--- config.mk ---
export PLATFORM = sky130hd
export DESIGN_NAME = bcd_serial_sub_flat
export DESIGN_NICKNAME = d
export VERILOG_FILES = /design/src/rtl/bcd_pkg.sv /design/src/rtl/bcd_serial_sub_if.sv /design/src/rtl/bcd_digit_sub.sv /design/src/rtl/bcd_serial_sub.sv /design/src/flat_wrapper.sv
export SDC_FILE = /design/constraint.sdc
export NUM_CORES = 1
export LEC_CHECK = 0
export ABC_AREA = 1
export BUFFER_PORTS_ARGS = -buffer_cell sky130_fd_sc_hd__buf_2
export CORE_AREA = 4 4 88 90
export CTS_CLUSTER_SIZE = 24
export DETAILED_ROUTE_END_ITERATION = 7
export DIE_AREA = 0 0 92 94
export PLACE_DENSITY = 0.73
export SLEW_MARGIN = 20
export SYNTH_ARGS = -nofsm -noshare
export SYNTH_HDL_FRONTEND = slang
export SYNTH_SLANG_ARGS = --single-unit
--- constraint.sdc ---
create_clock -name clk -period 3.35 [get_ports clk]
set_input_delay 0.335 -clock clk [delete_from_list [all_inputs] [get_ports clk]]
set_output_delay 0.335 -clock clk [all_outputs]
set_load 0.02 [all_outputs]
--- src/rtl/bcd_pkg.sv ---
// Shared types and constants for the digit-serial BCD arithmetic blocks.
// The digit validity helper is used by the subtractor's start-time check.
package bcd_pkg;

  typedef enum logic [1:0] {
    IDLE = 2'd0,
    SUB  = 2'd1,
    CMPL = 2'd2,
    DONE = 2'd3
  } bcd_sub_state_t;

  localparam int BCD_W    = 4;
  localparam int BCD_MAX  = 9;
  localparam int BCD_BASE = 10;

  function automatic logic digit_ok(input logic [BCD_W-1:0] x);
    return (x <= BCD_W'(BCD_MAX));
  endfunction

endpackage

--- src/rtl/bcd_serial_sub_if.sv ---
// Request/result bundle of the BCD serial subtractor.
// The master drives operands and the start strobe; the slave returns the results.
interface bcd_serial_sub_if #(
  parameter int DIGITS = 4
);
  logic                  start;
  logic [4*DIGITS-1:0]   a;
  logic [4*DIGITS-1:0]   b;
  logic                  bin;
  logic                  busy;
  logic                  done;
  logic [4*DIGITS-1:0]   diff;
  logic                  neg;
  logic                  ovf;
  logic                  err;

  modport master (
    output start, a, b, bin,
    input  busy, done, diff, neg, ovf, err
  );

  modport slave (
    input  start, a, b, bin,
    output busy, done, diff, neg, ovf, err
  );
endinterface

--- src/rtl/bcd_digit_sub.sv ---
// Combinational single BCD digit subtract with borrow: d = x - y - bi, folded into 0..9.
module bcd_digit_sub
  import bcd_pkg::*;
(
  input  logic [BCD_W-1:0] x,
  input  logic [BCD_W-1:0] y,
  input  logic             bi,
  output logic [BCD_W-1:0] d,
  output logic             bo
);

  logic signed [4:0] t_s;
  logic signed [4:0] adj_s;

  // t spans -10..9, so bit 4 is the sign and doubles as the borrow-out
  always_comb begin
    t_s   = $signed({1'b0, x}) - $signed({1'b0, y}) - $signed({4'b0000, bi});
    adj_s = t_s + 5'sd10;
    if (t_s[4]) begin
      d  = adj_s[3:0];
      bo = 1'b1;
    end else begin
      d  = t_s[3:0];
      bo = 1'b0;
    end
  end

endmodule

--- src/rtl/bcd_serial_sub.sv ---
// Digit-serial BCD subtractor, LSB first; negative results are converted to
// sign + magnitude by a second serial ten's-complement pass over the result.
module bcd_serial_sub
  import bcd_pkg::*;
#(
  parameter int DIGITS = 4
) (
  input  logic               clk,
  input  logic               rst_n,
  bcd_serial_sub_if.slave    bus
);

  localparam int W     = BCD_W * DIGITS;
  localparam int IDX_W = (DIGITS > 1) ? $clog2(DIGITS) : 1;
  localparam logic [IDX_W-1:0] LAST_IDX = IDX_W'(DIGITS - 1);

  bcd_sub_state_t   state_q, state_d;
  logic [IDX_W-1:0] idx_q, idx_d;
  logic             borrow_q, borrow_d;
  logic [W-1:0]     a_q, a_d;
  logic [W-1:0]     b_q, b_d;
  logic [W-1:0]     diff_q, diff_d;
  logic             neg_q, neg_d;
  logic             ovf_q, ovf_d;
  logic             err_q, err_d;
  logic             busy_q, busy_d;
  logic             done_q, done_d;

  logic             in_err_s;
  logic [BCD_W-1:0] x_s, y_s, d_s;
  logic             bo_s;

  // Flag any operand digit outside 0..9 at request time
  always_comb begin
    in_err_s = 1'b0;
    for (int i = 0; i < DIGITS; i++) begin
      in_err_s = in_err_s | ~digit_ok(bus.a[i*BCD_W +: BCD_W])
                          | ~digit_ok(bus.b[i*BCD_W +: BCD_W]);
    end
  end

  // The complement pass reuses the subtractor as 0 - d_i
  always_comb begin
    if (state_q == CMPL) begin
      x_s = '0;
      y_s = diff_q[int'(idx_q)*BCD_W +: BCD_W];
    end else begin
      x_s = a_q[int'(idx_q)*BCD_W +: BCD_W];
      y_s = b_q[int'(idx_q)*BCD_W +: BCD_W];
    end
  end

  bcd_digit_sub u_digit (
    .x  (x_s),
    .y  (y_s),
    .bi (borrow_q),
    .d  (d_s),
    .bo (bo_s)
  );

  // Next-state and next-output logic
  always_comb begin
    state_d  = state_q;
    idx_d    = idx_q;
    borrow_d = borrow_q;
    a_d      = a_q;
    b_d      = b_q;
    diff_d   = diff_q;
    neg_d    = neg_q;
    ovf_d    = ovf_q;
    err_d    = err_q;
    busy_d   = busy_q;
    done_d   = 1'b0;

    case (state_q)
      IDLE: begin
        if (bus.start) begin
          a_d      = bus.a;
          b_d      = bus.b;
          borrow_d = bus.bin;
          idx_d    = '0;
          diff_d   = '0;
          neg_d    = 1'b0;
          ovf_d    = 1'b0;
          busy_d   = 1'b1;
          if (in_err_s) begin
            err_d   = 1'b1;
            state_d = DONE;
          end else begin
            err_d   = 1'b0;
            state_d = SUB;
          end
        end else begin
          state_d = IDLE;
        end
      end

      SUB: begin
        diff_d[int'(idx_q)*BCD_W +: BCD_W] = d_s;
        borrow_d = bo_s;
        if (idx_q == LAST_IDX) begin
          idx_d = '0;
          if (bo_s) begin
            neg_d    = 1'b1;
            borrow_d = 1'b0;
            state_d  = CMPL;
          end else begin
            state_d  = DONE;
          end
        end else begin
          idx_d = idx_q + IDX_W'(1);
        end
      end

      CMPL: begin
        diff_d[int'(idx_q)*BCD_W +: BCD_W] = d_s;
        borrow_d = bo_s;
        if (idx_q == LAST_IDX) begin
          idx_d   = '0;
          state_d = DONE;
          // No final borrow means the magnitude was exactly 10^DIGITS
          if (!bo_s) begin
            ovf_d = 1'b1;
          end else begin
            ovf_d = 1'b0;
          end
        end else begin
          idx_d = idx_q + IDX_W'(1);
        end
      end

      DONE: begin
        done_d  = 1'b1;
        busy_d  = 1'b0;
        state_d = IDLE;
      end

      default: begin
        busy_d  = 1'b0;
        state_d = IDLE;
      end
    endcase
  end

  // State and result registers
  always_ff @(posedge clk or negedge rst_n) begin
    if (!rst_n) begin
      state_q  <= IDLE;
      idx_q    <= '0;
      borrow_q <= 1'b0;
      a_q      <= '0;
      b_q      <= '0;
      diff_q   <= '0;
      neg_q    <= 1'b0;
      ovf_q    <= 1'b0;
      err_q    <= 1'b0;
      busy_q   <= 1'b0;
      done_q   <= 1'b0;
    end else begin
      state_q  <= state_d;
      idx_q    <= idx_d;
      borrow_q <= borrow_d;
      a_q      <= a_d;
      b_q      <= b_d;
      diff_q   <= diff_d;
      neg_q    <= neg_d;
      ovf_q    <= ovf_d;
      err_q    <= err_d;
      busy_q   <= busy_d;
      done_q   <= done_d;
    end
  end

  assign bus.busy = busy_q;
  assign bus.done = done_q;
  assign bus.diff = diff_q;
  assign bus.neg  = neg_q;
  assign bus.ovf  = ovf_q;
  assign bus.err  = err_q;

endmodule

--- src/flat_wrapper.sv ---
// flat-port wrapper written by rule: the top's interface ports become plain ports
module bcd_serial_sub_flat import bcd_pkg::*;
#(
  parameter int DIGITS = 4
)
  (clk, rst_n, bus_start, bus_a, bus_b, bus_bin, bus_busy, bus_done, bus_diff, bus_neg, bus_ovf, bus_err);
  bcd_serial_sub_if #(.DIGITS(DIGITS)) bus_i ();
  input  logic clk;
  input  logic rst_n;
  input wire logic [$bits(bus_i.start)-1:0] bus_start;
  input wire logic [$bits(bus_i.a)-1:0] bus_a;
  input wire logic [$bits(bus_i.b)-1:0] bus_b;
  input wire logic [$bits(bus_i.bin)-1:0] bus_bin;
  output wire logic [$bits(bus_i.busy)-1:0] bus_busy;
  output wire logic [$bits(bus_i.done)-1:0] bus_done;
  output wire logic [$bits(bus_i.diff)-1:0] bus_diff;
  output wire logic [$bits(bus_i.neg)-1:0] bus_neg;
  output wire logic [$bits(bus_i.ovf)-1:0] bus_ovf;
  output wire logic [$bits(bus_i.err)-1:0] bus_err;
  assign bus_i.start = bus_start;
  assign bus_i.a = bus_a;
  assign bus_i.b = bus_b;
  assign bus_i.bin = bus_bin;
  assign bus_busy = bus_i.busy;
  assign bus_done = bus_i.done;
  assign bus_diff = bus_i.diff;
  assign bus_neg = bus_i.neg;
  assign bus_ovf = bus_i.ovf;
  assign bus_err = bus_i.err;
  bcd_serial_sub #(.DIGITS(DIGITS)) u_core (.clk(clk), .rst_n(rst_n), .bus(bus_i));
endmodule
### Word-level counts from Yosys, hierarchy flattened

Index checks and enable logic that the tools add are counted.

| storage, ports and cells | value |
|---|---|
| flip-flop bits (word level) | 58 |
| output and inout port bits | 21 |
| latch bits | 0 |
| memory bits (read-only) | 0 |
| RAM bits | 0 |
| bits of input ports | 36 |
| word-level logic and storage cells | 96 |
| memories | 0 |

| cells by class | value |
|---|---|
| multiplexer cells | 30 |
| bitwise operators | 15 |
| div/mod/pow operators | 0 |
| order comparisons | 8 |
| shifts and indexed selects | 5 |
| add/sub/neg operators | 5 |
| eq/ne operators | 8 |
| reduce and logical (&&, ||, !) cells | 14 |
| multiply operators | 0 |

Operator list:

| operator | count |
|---|---|
| $shiftx A16 B5 Y4 | 3 |
| $neg A4 Y33 | 1 |
| $shift A4 B33 Y16 const A | 1 |
| $shiftx A4 B33 Y16 | 1 |
| $le A4 B4 Y1 const B | 8 |
| $pmux W16 S2 | 1 |
| $bwmux W16 | 1 |
| $mux W16 | 1 |
| $mux W1 | 12 |
| $mux W2 | 6 |
| $mux W4 | 3 |
| $reduce_and A2 Y1 | 5 |
| $not A1 Y1 | 8 |
| $pmux W2 S4 | 1 |
| $reduce_bool A2 Y1 | 4 |
| $or A1 B1 Y1 | 7 |
| $eq A2 B2 Y1 const B | 3 |
| $pmux W1 S2 | 3 |
| $sub A4 B4 Y5 | 1 |
| $sub A5 B2 Y5 | 1 |
| $add A4 B4 Y4 const B | 1 |
| $ne A2 B1 Y1 const B | 2 |
| $ne A2 B2 Y1 const B | 2 |
| $pmux W2 S2 | 1 |
| other kinds (8) | 8 |

### Logic depth before layout (Yosys ltp)

Gate-level depths: netlist of the first run.

| logic depth | value |
|---|---|
| depth after elaboration | 12 |
| mapped depth | 22 |
| depth with buffers taken out | 21 |

### Cells and area by module

Synthesis of the first run repeated with hierarchy kept, for this count alone.

| unflattened totals | value |
|---|---|
| cells, all modules | 448 |
| area, all modules | 3393.3 um^2 |

By module, submodules not included:

| module | cells each | times used | area an instance (um^2) | seq. area each (um^2) |
|---|---|---|---|---|
| bcd_serial_sub | 394 | 1 | 3035.4 | 1451.4 |
| bcd_digit_sub | 54 | 1 | 357.8 | 0.0 |

### Worst setup path before layout of the first run

Ideal clock, no wire load.

| timing | value |
|---|---|
| path type | flip-flop to flip-flop |
| from | reg u_core.state_q[0] |
| to | reg u_core.diff_q[7], in the netlist u_core.bus.diff[7] |
| arrival time | 3.039 ns |
| buffers on the path | 2 |
| period minus slack after synthesis | 3.160 ns |
| slack | 0.190 ns |
| cell stages (with the launch flop) | 22 |
| library setup time | 0.120 ns |
| data required time | 3.230 ns |
| cell sequence | dfrtp_1 > inv_1 > ha_1 > buf_4 > inv_2 > buf_2 > a21oi_1 > o21ai_0 > nand3_1 > o21ai_0 > fa_1 > fa_1 > xnor2_1 > ha_1 > inv_1 > nand3_2 > nand2_1 > nand2_1 > nand2_1 > nand2_2 > nand4_1 > nand2_1 |

| between the ends | value |
|---|---|
| longest elaborated chain between the ends | 9 |
| elaborated cells between the ends (all ways) | 16 |
| classes of those cells | add/sub: 3; eq/ne: 3; shift: 1; mux: 5; reduce/logical: 4 |

RTL lines:

| what | RTL line | text |
|---|---|---|
| start: declaration | bcd_serial_sub.sv:17 | `bcd_sub_state_t state_q, state_d;` |
| start signal: assignment | bcd_serial_sub.sv:160 | `state_q <= state_d;` |
| $eq A2 B2 Y1 | bcd_serial_sub.sv:44, bcd_serial_sub.sv:75 |  |
| $mux W4 | bcd_serial_sub.sv:44 | `if (state_q == CMPL) begin` |
| $sub A4 B4 Y5 | bcd_digit_sub.sv:17 | `t_s = $signed({1'b0, x}) - $signed({1'b0, y}) - $signed({4'b0000, bi});` |
| $sub A5 B2 Y5 | bcd_digit_sub.sv:17 |  |
| $add A4 B4 Y4 | bcd_digit_sub.sv:18 | `adj_s = t_s + 5'sd10;` |
| $mux W4 | bcd_digit_sub.sv:19 | `if (t_s[4]) begin` |
| $shiftx A4 B33 Y16 | bcd_serial_sub.sv:99, bcd_serial_sub.sv:116 |  |
| $bwmux W16 | bcd_serial_sub.sv:99, bcd_serial_sub.sv:116 |  |
| $pmux W16 S2 | bcd_serial_sub.sv:75 | `case (state_q)` |
| end signal: assignment | bcd_serial_sub.sv:165 | `diff_q <= diff_d;` |
| end: declaration | bcd_serial_sub.sv:22 | `logic [W-1:0] diff_q, diff_d;` |

Several ways; a longest one is shown, not always the timed one.
A chain may end at the register's enable or synchronous reset.

### Worst setup path after layout of the first run

| timing | value |
|---|---|
| from | reg u_core.state_q[1] |
| to | reg u_core.diff_q[15], in the netlist u_core.bus.diff[15] |

Same word-level chain as after synthesis.

==> flow_summary_export.csv, run 1 <==
group,metric,value,unit
run,maxCapViolations,0,
drt,first_pass_iters,4,
final_layout,seq_area,0.001453,mm2
logic_synthesis,mappedNetlistNets,478,
sta,slew_viol_final,0,
global_routing,track_usage,21.01,%
sta,min_period,3.118,ns
final_layout,layout_common_cells,"nand2_1 (118), dfrtp_1 (57), buf_2 (56)",
logic_synthesis,ys_types,40,
outcome,run_status,"complete, no violations",
sta,rsz0062_at_grt,"no",
sta,worstMarginPinSlew,0.9710,ns
drt,drtAntennaViolNets,0,
sta,fin_setup_tns,0,ns
drt,post_drt_wl_per_cell,14.12,um
final_layout,mostFrequentLayoutCell,"nand2_1",
drt,vias_per_cell,5.073,
logic_synthesis,yosysWarnings,0,
die,die_y,94,um
clocking,clk_latency,0.35,ns
die,coreArea,0.007059,mm2
logic_synthesis,synth_mux_area_share,0,%
clocking,cts_root_buf,"clkbuf_8",
clocking,cts_htree_levels,3,
logic_synthesis,synth_xor_area_share,0.7427,%
global_routing,gr-total-overflow,0,
sta,period_share,93.09,%
final_layout,final_util,56.82,%
global_routing,antenna_found_initial,0,
sta,setup_ws,0.2315,ns
clocking,cts_tree,"done",
drt,dr.first_iter.drc_count,259,
setup_path,crit_type,"reg2reg",
sta,finalClockSkew,0.01061,ns
logic_synthesis,avgSynthCellArea,7.910,um2
logic_synthesis,synthSimpleGateAreaFrac,24.14,%
logic_synthesis,synth_top_family_by_area,"simple AND/OR/NAND/NOR gates",
setup_path,crit_start,"u_core.state_q[1]$_DFFE_PN0P_",
die,num_rows,31,
final_layout,fin_nets,539,
place,place_hpwl,6339,um
final_layout,fill_cells,684,
clocking,clock_sinks,58,
setup_path,path_max_fanout,8,
final_layout,multi_input_area,0.001630,mm2
logic_synthesis,ys_seq_elements,58,
place,gp_congestion,0.8985,
logic_synthesis,synthAdderAreaFrac,6.387,%
drt,wirelength,8346,um
final_layout,drive_above_1_share,24.39,%
global_routing,grt_pass1_vias,2949,
hold_path,min_path_type,"in2async",
drt,vias,2998,
clocking,cts-buffers-inserted,9,
clocking,hold_buffers,0,
global_routing,grt_pass1_wl,14150,um
setup_path,cp.required,3.60,ns
final_layout,fin_area,0.004011,mm2
final_layout,antenna_cells,0,
global_routing,grt_max_degree,44,
place,placed_cell_area,0.003752,mm2
sta,hold_viol,0,
sta,relSlewSlack,35.27,%
logic_synthesis,synth_seq_area_share,43.07,%
die,die-area,0.008648,mm2
setup_path,r2r_start,"u_core.state_q[1]$_DFFE_PN0P_",
logic_synthesis,synthCells,426,
final_layout,areaGrowthSynthToFinish,19.05,%
sta,fmax,320.7,MHz
setup_path,cp-end-kind,"register",
sta,finalSetupViolCount,0,
die,io_pins,57,
clocking,path_clk_slew,0.07,ns
logic_synthesis,synth-compound-area-share,16.19,%
place,pre_cts_ws,-0.01718,ns
setup_path,cp_data_arrival_time,3.36,ns
die,die_x,92,um
drt,post-route-drc-count,0,
clocking,clockBufferDepth,2,
place,io_buffers,56,
die,start_util,47.73,%
setup_path,cp-start-kind,"register",
logic_synthesis,syn-cell-area,0.003369,mm2
layout make-up:
| class | count | area share (%) |
|---|---|---|
| clock buffer | 11 | 3.525 |
| multi-input combinational | 292 | 40.64 |
| tap | 99 | 3.088 |
| timing repair buffer | 66 | 8.858 |
| inverter | 60 | 5.739 |
| clock inverter | 5 | 1.934 |
| sequential | 58 | 36.21 |
critical path: stages (launching register included):
cell     delay, ns
dfrtp_2       0.45
ha_4          0.19
buf_4         0.16
nor2_1        0.11
a21oi_1       0.04
o21ai_0       0.18
o21ai_1       0.11
fa_2          0.39
fa_2          0.54
inv_1         0.07
ha_1          0.18
inv_1         0.10
nand3_2       0.09
nand2_1       0.06
nand2_1       0.04
nand2_1       0.07
nand2_2       0.08
nand4_1       0.09
nand2_1       0.06
per-layer routing:
metal	track usage [%]	part of all wire [%]	wire, um	vias to the layer above
met3	4.888	6.8	567	15
met1	28.09	45	3774	1378
met2	33.58	46	3824	106
met5	0	0	0	-
li1	-	-	-	1499
met4	7.302	2.1	179	0
final timing paths:
path | endpoint | slack (ns) | depth (start not counted)
worst min register to register | u_core.bus.ovf$_DFFE_PN0P_ | 0.48 | 2
worst min-delay path | u_core.bus.busy$_DFFE_PN0P_ | 0.14 | 1
max in group asynchronous | u_core.a_q[1]$_DFFE_PN0P_ | 2.44 | 2
worst max register to register | u_core.bus.diff[15]$_DFFE_PN0P_ | 0.23 | 18
min in group clk | u_core.a_q[0]$_DFFE_PN0P_ | 0.18 | 3
worst max-delay path | u_core.bus.diff[15]$_DFFE_PN0P_ | 0.23 | 18
synth_stat cells (all sizes together):
master	instances	area, um2
o21ai	48	244.0
o21a	1	7.510
o31ai	2	20.02
o22ai	11	68.82
nor2	27	130.1
xnor2	1	8.760
ha	14	175.2
buf	12	73.82
nand3	15	85.08
clkbuf	4	15.01
nand2	127	519.2
a32o	1	10.01
nand4	6	37.54
o32ai	2	25.03
a21oi	26	148.9
xor2	1	16.27
a31oi	1	6.260
dfrtp	58	1451
inv	60	230.2
fa	2	40.04
nor3	5	41.29
o211ai	2	15.01
registers in the layout, summed over array words and instances (netlist names):
signal and count:
u_core.a_q 16, u_core.b_q 16, u_core.bus.done 1, u_core.bus.diff 16, u_core.borrow_q 1, u_core.bus.busy 1
u_core.bus.ovf 1, u_core.idx_q 2, u_core.state_q 2, u_core.bus.neg 1, u_core.bus.err 1
logic make-up (layout without fill, tap and decap cells):
logic type	Yosys count	count (layout)
compound gates	94	94
buf+inv	76	142
xor+xnor	2	2
fa+ha+maj	16	16
simple gates	180	180
flops	58	58
repair_timing:
action / CTS / global route
gates resized for setup: 0 / 9
endpoints found under the setup margin: 3 / 11
cloned: 0 / 0
setup buffers: 1 / 0
hold endpoints to repair: 0 / 0
stage by stage:
step	std cells	hold WS (ns)
6_report	591	0.1377
4_1_cts	591	0.1656
5_1_grt	591	0.1868
3_3_place_gp	574	0.4599
2_1_floorplan	426	0.03941
3_5_place_dp	574	0.4722
Power of run 1 is not shown: default switching activity piles up to over one toggle a cycle in this logic, so the estimate is an artifact.
==> inputs of run 2 (changes only) <==
--- a/config.mk
+++ b/config.mk
@@ -8,9 +8,11 @@
 export ABC_AREA = 1
 export BUFFER_PORTS_ARGS = -buffer_cell sky130_fd_sc_hd__buf_2
 export CORE_AREA = 4 4 88 90
+export CTS_BUF_LIST = sky130_fd_sc_hd__clkbuf_4 sky130_fd_sc_hd__clkbuf_8 sky130_fd_sc_hd__clkbuf_16
 export CTS_CLUSTER_SIZE = 24
 export DETAILED_ROUTE_END_ITERATION = 7
 export DIE_AREA = 0 0 92 94
+export GPL_ROUTABILITY_DRIVEN = 0
 export PLACE_DENSITY = 0.73
 export SLEW_MARGIN = 20
 export SYNTH_ARGS = -nofsm -noshare
==> run 2 against run 1 <==
Final area barely moved; clock-buffer cell count did not move; first-iteration DRC count fell by 0.39%; final cell count did not move; sequential cell count did not move; critical endpoint unchanged; largest cell class unchanged; via count rose by 0.33%; critical path type unchanged; sequential share of layout area barely moved; routed wire length barely moved; clock skew barely moved; utilization rose by 0.053 points; non-clock buffer count did not move.
==> flow_summary_export.csv, run 2 (same netlist as run 1, synthesis figures left out) <==
group,metric,value,unit
global_routing,grt_pass1_wl,14150,um
die,start_util,47.73,%
sta,fmax,320.5,MHz
global_routing,antenna_found_initial,0,
final_layout,mostFrequentLayoutCell,"nand2_1",
clocking,clock_sinks,58,
place,io_buffers,56,
final_layout,areaGrowthSynthToFinish,19.16,%
drt,drtAntennaViolNets,0,
setup_path,path_max_fanout,8,
final_layout,fill_cells,683,
setup_path,cp_data_arrival_time,3.37,ns
die,io_pins,57,
drt,vias,3008,
sta,finalSetupViolCount,0,
setup_path,r2r-end,"u_core.bus.diff[15]$_DFFE_PN0P_",
clocking,cts_htree_levels,3,
die,die_x,92,um
setup_path,ff2ff_setup_slack,0.23,ns
final_layout,antenna_cells,0,
final_layout,layout_common_cells,"nand2_1 (118), dfrtp_1 (57), buf_2 (56)",
drt,post-route-drc-count,0,
global_routing,grt_pass1_vias,2949,
global_routing,grt_max_degree,44,
sta,rsz0062_at_grt,"no",
setup_path,crit_start,"u_core.state_q[1]$_DFFE_PN0P_",
final_layout,fin_cells,591,
setup_path,crit_type,"reg2reg",
clocking,path_clk_slew,0.07,ns
drt,first_pass_iters,4,
clocking,clk_latency,0.35,ns
sta,slew_viol_final,0,
sta,relSlewSlack,35.27,%
setup_path,rr_worst_depth,18,
sta,worstMarginPinSlew,0.9710,ns
sta,min_period,3.120,ns
drt,vias_per_cell,5.090,
setup_path,r2r_start,"u_core.state_q[1]$_DFFE_PN0P_",
hold_path,min_path_type,"in2async",
setup_path,cp-end-kind,"register",
die,die-area,0.008648,mm2
global_routing,track_usage,21.01,%
sta,period_share,93.13,%
die,num_rows,31,
sta,hold_viol,0,
final_layout,drive_above_1_share,24.59,%
clocking,clockBufferDepth,2,
setup_path,setup.worst_path.end,"u_core.bus.diff[15]$_DFFE_PN0P_",
sta,finalClockSkew,0.01054,ns
drt,post_drt_wl_per_cell,14.13,um
place,place_hpwl,6339,um
clocking,cts-buffers-inserted,9,
drt,dr.first_iter.drc_count,258,
setup_path,cp-start-kind,"register",
place,place_inst,574,
setup_path,cp.required,3.60,ns
final_layout,fin_nets,539,
setup_path,crit_chain,"ha_4 > buf_4 > nor2_1 > a21oi_1 > o21ai_0 > o21ai_1 > fa_2 > fa_2 > inv_1 > ha_1 > inv_1 > nand3_2 > nand2_1 > nand2_1 > nand2_1 > nand2_2 > nand4_1 > nand2_1",
clocking,cts_tree,"done",
global_routing,gr-total-overflow,0,
setup_path,critPathMaxStageDelay,0.54,ns
run,maxCapViolations,0,
setup_path,crit_top_cell,"nand2_1",
outcome,run_status,"complete, no violations",
setup_path,worst_path_max_delay_cell,"fa_2",
clocking,cts_root_buf,"clkbuf_8",
drt,wirelength,8349,um
die,coreArea,0.007059,mm2
die,die_y,94,um
-- run 2: cell counts in the layout (fill, tap and decap cells not counted) --
No cell type changed its count.
-- run 2: timing repair --
item                       in CTS  in global routing
setup endpoints to repair       3                 11
buffers inserted                1                  0
gates cloned                    0                  0
hold buffers                    0                  0
gates resized for setup         0                  9
-- run 2: worst max-delay path, delay by kind of cell, from the launching register on --
| family | cells | cell delay [ns] |
|---|---|---|
| compound gates | 3 | 0.33 |
| fa+ha+maj | 4 | 1.30 |
| buf+inv | 3 | 0.33 |
| flops | 1 | 0.45 |
| simple gates | 8 | 0.60 |
-- run 2: worst min path at each step --
stage                                     from                            end  slack [ns]  depth (start not counted)
floorplan                                rst_n      u_core.a_q[0]$_DFFE_PN0P_        0.04                          0
global placement    u_core.a_q[10]$_DFFE_PN0P_     u_core.a_q[10]$_DFFE_PN0P_        0.46                          2
detailed placement   u_core.a_q[6]$_DFFE_PN0P_      u_core.a_q[6]$_DFFE_PN0P_        0.47                          2
CTS                                      rst_n  u_core.state_q[1]$_DFFE_PN0P_        0.17                          1
global route                         bus_a[12]     u_core.a_q[12]$_DFFE_PN0P_        0.19                          3
finish                                   rst_n    u_core.bus.busy$_DFFE_PN0P_        0.14                          1
-- run 2: final cells by class --
class,count,area (um2),area share [%]
clock buffers,11,145.1,3.615
clock inverters,5,77.57,1.932
inverters,60,230.2,5.734
multi-input cells,292,1630,40.60
flip-flops and latches,58,1453,36.18
well taps,99,123.9,3.085
repair buffers,66,355.3,8.850
-- run 2: layer usage --
metal / global-route usage [%] / vias up / wire length, um
li1: - / 1499 / -
met1: 28.09 / 1384 / 3746
met2: 33.58 / 110 / 3831
met3: 4.888 / 15 / 592
met4: 7.302 / 0 / 179
met5: 0 / - / 0
-- run 2: per-stage QoR --
| stage | TNS, ns | worst slack, ns | cell area [um2] | util [%] | hold WS [ns] |
|---|---|---|---|---|---|
| 3_3_place_gp | 0 | 0.1584 | 3752 | 53.15 | 0.4599 |
| 5_1_grt | 0 | 0.008048 | 4015 | 56.88 | 0.1866 |
| 4_1_cts | 0 | 0.03299 | 3983 | 56.42 | 0.1656 |
| 2_1_floorplan | 0 | 0.1904 | 3369 | - | 0.03941 |
| 6_report | 0 | 0.2301 | 4015 | 56.88 | 0.1378 |
| 3_5_place_dp | -0.02039 | -0.01718 | 3752 | 53.15 | 0.4722 |
Power of run 2 is left out for the same reason.
